### src/rtl/gcd_pkg.sv
// Shared types for the GCD requester: default width, FSM states and the response record.
package gcd_pkg;

  localparam int unsigned GcdW = 16;

  typedef enum logic [1:0] {
    StIdle,
    StIssue,
    StWait
  } gcd_state_e;

  typedef struct packed {
    logic [GcdW-1:0] a;
    logic [GcdW-1:0] b;
    logic [GcdW-1:0] gcd;
  } gcd_rsp_t;

endpackage

### src/rtl/gcd_rsp_fifo.sv
// Response FIFO with registered head, no fall-through; pointers wrap modulo DEPTH.
module gcd_rsp_fifo
  import gcd_pkg::*;
#(
  parameter int unsigned DEPTH   = 4,
  parameter type         entry_t = gcd_rsp_t
) (
  input  logic                   clock,
  input  logic                   reset,
  input  logic                   push,
  input  entry_t                 push_data,
  input  logic                   pop,
  output entry_t                 head,
  output logic [$clog2(DEPTH):0] count
);

  localparam int unsigned AW = $clog2(DEPTH);

  entry_t         mem [DEPTH];
  logic [AW-1:0]  wptr;
  logic [AW-1:0]  rptr;

  always_ff @(posedge clock or posedge reset) begin
    if (reset) begin
      wptr  <= '0;
      rptr  <= '0;
      count <= '0;
      for (int i = 0; i < int'(DEPTH); i++) begin
        mem[i] <= '0;
      end
    end else begin
      if (push) begin
        mem[wptr] <= push_data;
        wptr      <= wptr + 1'b1;
      end
      if (pop) begin
        rptr <= rptr + 1'b1;
      end
      unique case ({push, pop})
        2'b10:   count <= count + 1'b1;
        2'b01:   count <= count - 1'b1;
        default: count <= count;
      endcase
    end
  end

  assign head = mem[rptr];

endmodule

### src/rtl/gcd_requester.sv
// Initiator for the GCD engine: one request outstanding, FIFO slot reserved at accept,
// a==0 answered locally since the engine would never terminate on it.
module gcd_requester
  import gcd_pkg::*;
#(
  parameter int unsigned W     = GcdW,
  parameter int unsigned DEPTH = 4
) (
  input  logic         clock,
  input  logic         reset,
  output logic         req_ready,
  input  logic         req_valid,
  input  logic [W-1:0] req_a,
  input  logic [W-1:0] req_b,
  input  logic         gcd_in_ready,
  output logic         gcd_in_valid,
  output logic [W-1:0] gcd_in_a,
  output logic [W-1:0] gcd_in_b,
  input  logic         gcd_out_valid,
  input  logic [W-1:0] gcd_out_bits,
  input  logic         rsp_ready,
  output logic         rsp_valid,
  output logic [W-1:0] rsp_a,
  output logic [W-1:0] rsp_b,
  output logic [W-1:0] rsp_gcd,
  output logic         busy,
  output logic         err,
  output logic [15:0]  done_count
);

  localparam int unsigned CW = $clog2(DEPTH) + 1;

  typedef struct packed {
    logic [W-1:0] a;
    logic [W-1:0] b;
    logic [W-1:0] gcd;
  } rsp_t;

  gcd_state_e    state;
  logic [W-1:0]  op_a;
  logic [W-1:0]  op_b;
  logic [CW-1:0] count;
  rsp_t          push_data;
  rsp_t          head;
  logic          accept;
  logic          bypass;
  logic          eng_push;
  logic          push;
  logic          pop;

  assign req_ready = (state == StIdle) && (count < CW'(DEPTH));
  assign accept    = req_valid && req_ready;
  assign bypass    = accept && (req_a == '0);
  assign eng_push  = (state == StWait) && gcd_out_valid;
  assign push      = bypass || eng_push;
  assign pop       = rsp_valid && rsp_ready;

  always_comb begin
    push_data = '{a: op_a, b: op_b, gcd: gcd_out_bits};
    if (bypass) begin
      push_data = '{a: req_a, b: req_b, gcd: req_b};
    end
  end

  always_ff @(posedge clock or posedge reset) begin
    if (reset) begin
      state      <= StIdle;
      op_a       <= '0;
      op_b       <= '0;
      err        <= 1'b0;
      done_count <= '0;
    end else begin
      if (push) begin
        done_count <= done_count + 16'd1;
      end
      // The engine only answers in WAIT; anything else is a protocol violation.
      if (gcd_out_valid && (state != StWait)) begin
        err <= 1'b1;
      end
      unique case (state)
        StIdle: begin
          if (accept) begin
            op_a <= req_a;
            op_b <= req_b;
            if (req_a != '0) begin
              state <= StIssue;
            end
          end
        end
        StIssue: begin
          if (gcd_in_ready) begin
            state <= StWait;
          end
        end
        StWait: begin
          if (gcd_out_valid) begin
            state <= StIdle;
          end
        end
        default: state <= StIdle;
      endcase
    end
  end

  assign gcd_in_valid = (state == StIssue);
  assign gcd_in_a     = op_a;
  assign gcd_in_b     = op_b;
  assign busy         = (state != StIdle);
  assign rsp_valid    = (count != '0);
  assign rsp_a        = head.a;
  assign rsp_b        = head.b;
  assign rsp_gcd      = head.gcd;

  gcd_rsp_fifo #(
    .DEPTH   (DEPTH),
    .entry_t (rsp_t)
  ) u_fifo (
    .clock     (clock),
    .reset     (reset),
    .push      (push),
    .push_data (push_data),
    .pop       (pop),
    .head      (head),
    .count     (count)
  );

endmodule

### config.mk
export PLATFORM = sky130hd
export DESIGN_NAME = gcd_requester
export DESIGN_NICKNAME = d
export VERILOG_FILES = /design/src/rtl/gcd_pkg.sv /design/src/rtl/gcd_rsp_fifo.sv /design/src/rtl/gcd_requester.sv
export SDC_FILE = /design/constraint.sdc
export NUM_CORES = 1
export LEC_CHECK = 0
export ABC_AREA = 1
export CORE_AREA = 10 10 122 207
export DETAILED_ROUTE_END_ITERATION = 10
export DIE_AREA = 0 0 132 217
export PLACE_DENSITY = 0.78
export SLEW_MARGIN = 30
export SYNTH_ARGS = -nofsm -noshare
export SYNTH_HDL_FRONTEND = slang
export SYNTH_SLANG_ARGS = --single-unit
### constraint.sdc
create_clock -name clock -period 10.1 [get_ports clock]
set_clock_uncertainty 0.15 [all_clocks]
set_input_delay 1.515 -clock clock [delete_from_list [all_inputs] [get_ports clock]]
set_output_delay 1.515 -clock clock [all_outputs]
set_load 0.02 [all_outputs]
==> impl_metrics.yaml <==
placed_design:
  dpl.hpwl_um: 21600
  io_buffers: 154
  place.gp.congestion: 0.843
  pre_cts_ws_ps: 4930
global_routing:
  grt_pass1_wl_um: 56000
  grt_max_degree: 98
  grt_pass1_vias: 10400
  antenna_found_initial: 0
  gr-total-overflow: 0
  grtUsageTotal_pct: 23.9
sta:
  setup_viol: 0
  hold_viol_final: 0
  grt_setup_unrepaired: "false"
  clock.fmax_mhz: 204
  setup_ws_ps: 5210
  setup-tns-final_ps: 0
  drv_slew: 0
  period_share_pct: 48.5
  worstMarginPinSlew_ps: 980
  fin_crit_ps: 4890
  max_slew_margin_pct: 34.6
worst_setup_path:
  cp-start-kind: "register"
  crit_required_ps: 8440
  critical_path_class: "reg2out"
  critPathMaxFanout: 76
  crit_arrival_ps: 3230
  ff2ff_path_depth: 10
  cp-end-kind: "primary output"
clock_network:
  cts_root_buf: "clkbuf_16"
  ctsLongestPathBuffers: 3
  clock_latency_ps: 520
  cts-buffers-inserted: 23
  cts.sinks: 250
  hold_buffers: 0
  cts_htree_levels: 1
  ctsResizeCount: 0
  cts_tree: "built"
  path_clk_slew_ps: 60
  cts_setup_buffers: 0
logic_synthesis:
  synth_warnings: 0
  yosysSeqAreaShare_pct: 53.4
  avgSynthCellArea_sq_um: 7.78
  synth_cell_types: 31
  synth-main-ff-cell: "dfrtp_1"
  synth-adder-area-share_pct: 0.811
  ys_ff_latch: 250
  synth_xor_area_share_pct: 0.896
  synth_compound_area_share_pct: 7.69
  post_synth_and_or_nand_nor_area_fraction_pct: 30.5
  synth_mux_area_share_pct: 1.54
  synth_top_family_by_area: "simple AND/OR/NAND/NOR gates"
  synthArstFlopShare_pct: 100
  synthesis.nets: 1568
  synth_cells: 1507
  netlist_area_sq_um: 11700
  synth_edf_count: 0
min_path:
  whs_path_depth: 1
  worst_hold_path_type: "reg2reg"
job:
  drv_cap: 0
drt:
  vias: 10500
  drc: 0
  drt_first_pass_iters: 6
  via_per_inst: 5.47
  ant_nets: 0
  drt_iter0_markers: 995
  wl_um: 34900
  route.detailed.wl_per_inst_um: 18.1
floorplan:
  ios: 155
  rows: 72
  fp.coreArea_sq_um: 21900
  die_y_um: 217
  die_w_um: 132
  initial_utilization_pct: 53.6
  die_area_sq_um: 28600
finish:
  fill_cells: 1917
  layout-drive-gt1-share_pct: 4.97
  syn_to_final_growth_pct: 20.7
  nets: 1674
  diodes: 0
run_status:
  status: "completed"
power:
  power.leakage_nw: 7.24
  power.density_nw_per_um2: 343
  vdd_ir_drop_max_mv: 0.216
-- sequential cells by signal, indices dropped and copies added, names as in the netlist --
| name | flops |
|---|---|
| done_count | 16 |
| err | 1 |
| gcd_in_a | 16 |
| gcd_in_b | 16 |
| state | 2 |
| u_fifo.count | 3 |
| u_fifo.mem | 192 |
| u_fifo.rptr | 2 |
| u_fifo.wptr | 2 |
-- synth_stat cells (2+ instances only) --
library cell	count	area, sq um
clkinv_1	2	7.51
inv_1	48	180
mux2_2	16	180
nand3_1	11	55.1
nand4_1	18	113
nand2_2	3	18.8
buf_2	27	135
nand2_1	758	2850
buf_4	12	90.1
buf_6	2	22.5
nor3_1	4	20.0
xnor2_1	2	17.5
xor2_1	10	87.6
o21ai_0	108	541
a21oi_2	4	35.0
nor2_4	3	33.8
clkbuf_1	44	165
buf_1	2	7.51
ha_1	6	75.1
dfrtp_1	250	6260
nor2_1	120	450
o22ai_1	48	300
-- per-stage QoR --
stage	total power (W)	utilization [%]	instance area (sq um)	hold slack, ps	cells
after global routing	0.00518	64.6	14200	336	1926
final	0.00486	64.6	14200	319	1926
after global placement	0.00391	61.0	13400	294	1884
after detailed placement	0.00396	61.0	13400	294	1884
after floorplan	0.00300	-	11700	294	1507
after CTS	0.00489	64.6	14100	315	1926
-- report_power, final --
part	switching, W	internal (W)
clock network	0.000375	0.000529
logic	0.00137	0.000902
registers	0.000265	0.00142
-- critical path, stage by stage, from the launching register on --
cell             delay, ps
dfrtp_2                410
inv_2                  300
buf_4                  700
o21ai_0                210
o22ai_1                360
clkdlybuf4s50_1        690
-- final timing paths --
check,startpoint,endpoint,slack (ps)
max in group asynchronous,reset,u_fifo.mem[149],7260
worst min-delay path,err,err,320
worst max register to register,state[1],u_fifo.count[1],6760
worst max-delay path,u_fifo.rptr[0],rsp_gcd[10],5210
min in group asynchronous,reset,done_count[11],1320
worst min register to register,err,err,320
-- layer usage --
metal	share of wire [%]	global-route usage, %
met5	0	0
met1	38	28.1
met3	9.1	6.09
met4	3.7	9.90
met2	49	40.7
-- layout make-up --
cell class              count  area (sq um)  area share, %
multi-input cells        1120          4890           34.6
inverters                  50           195           1.38
well taps                 296           370           2.62
flip-flops and latches    250          6260           44.2
clock buffers              34           657           4.64
repair buffers            168          1660           11.7
clock inverters             8           123          0.866
-- layout by cell type (no fill, tap or decap), drive strengths merged --
cell type      instances
o22ai                 48
nor2                 123
xnor2                  2
nand2                762
fa                     1
mux2                  16
clkbuf                34
clkinv                 5
a21oi                  5
o32ai                  1
o21ai                109
nand4                 18
clkdlybuf4s50        154
ha                     6
nand3b                 1
nand3                 12
inv                   50
dfrtp                250
and2                   1
bufinv                 3
a21o                   1
xor2                  10
nor3                   4
buf                   14
-- cell families after synthesis --
logic type / Yosys count
multiplexers: 16
AND/OR/NAND/NOR: 921
XOR/XNOR: 12
adder cells (fa/ha/maj): 7
AO/OA/AOI/OAI: 164
flip-flops: 250
buffers and inverters: 137
(Power assumes the default switching activity.)
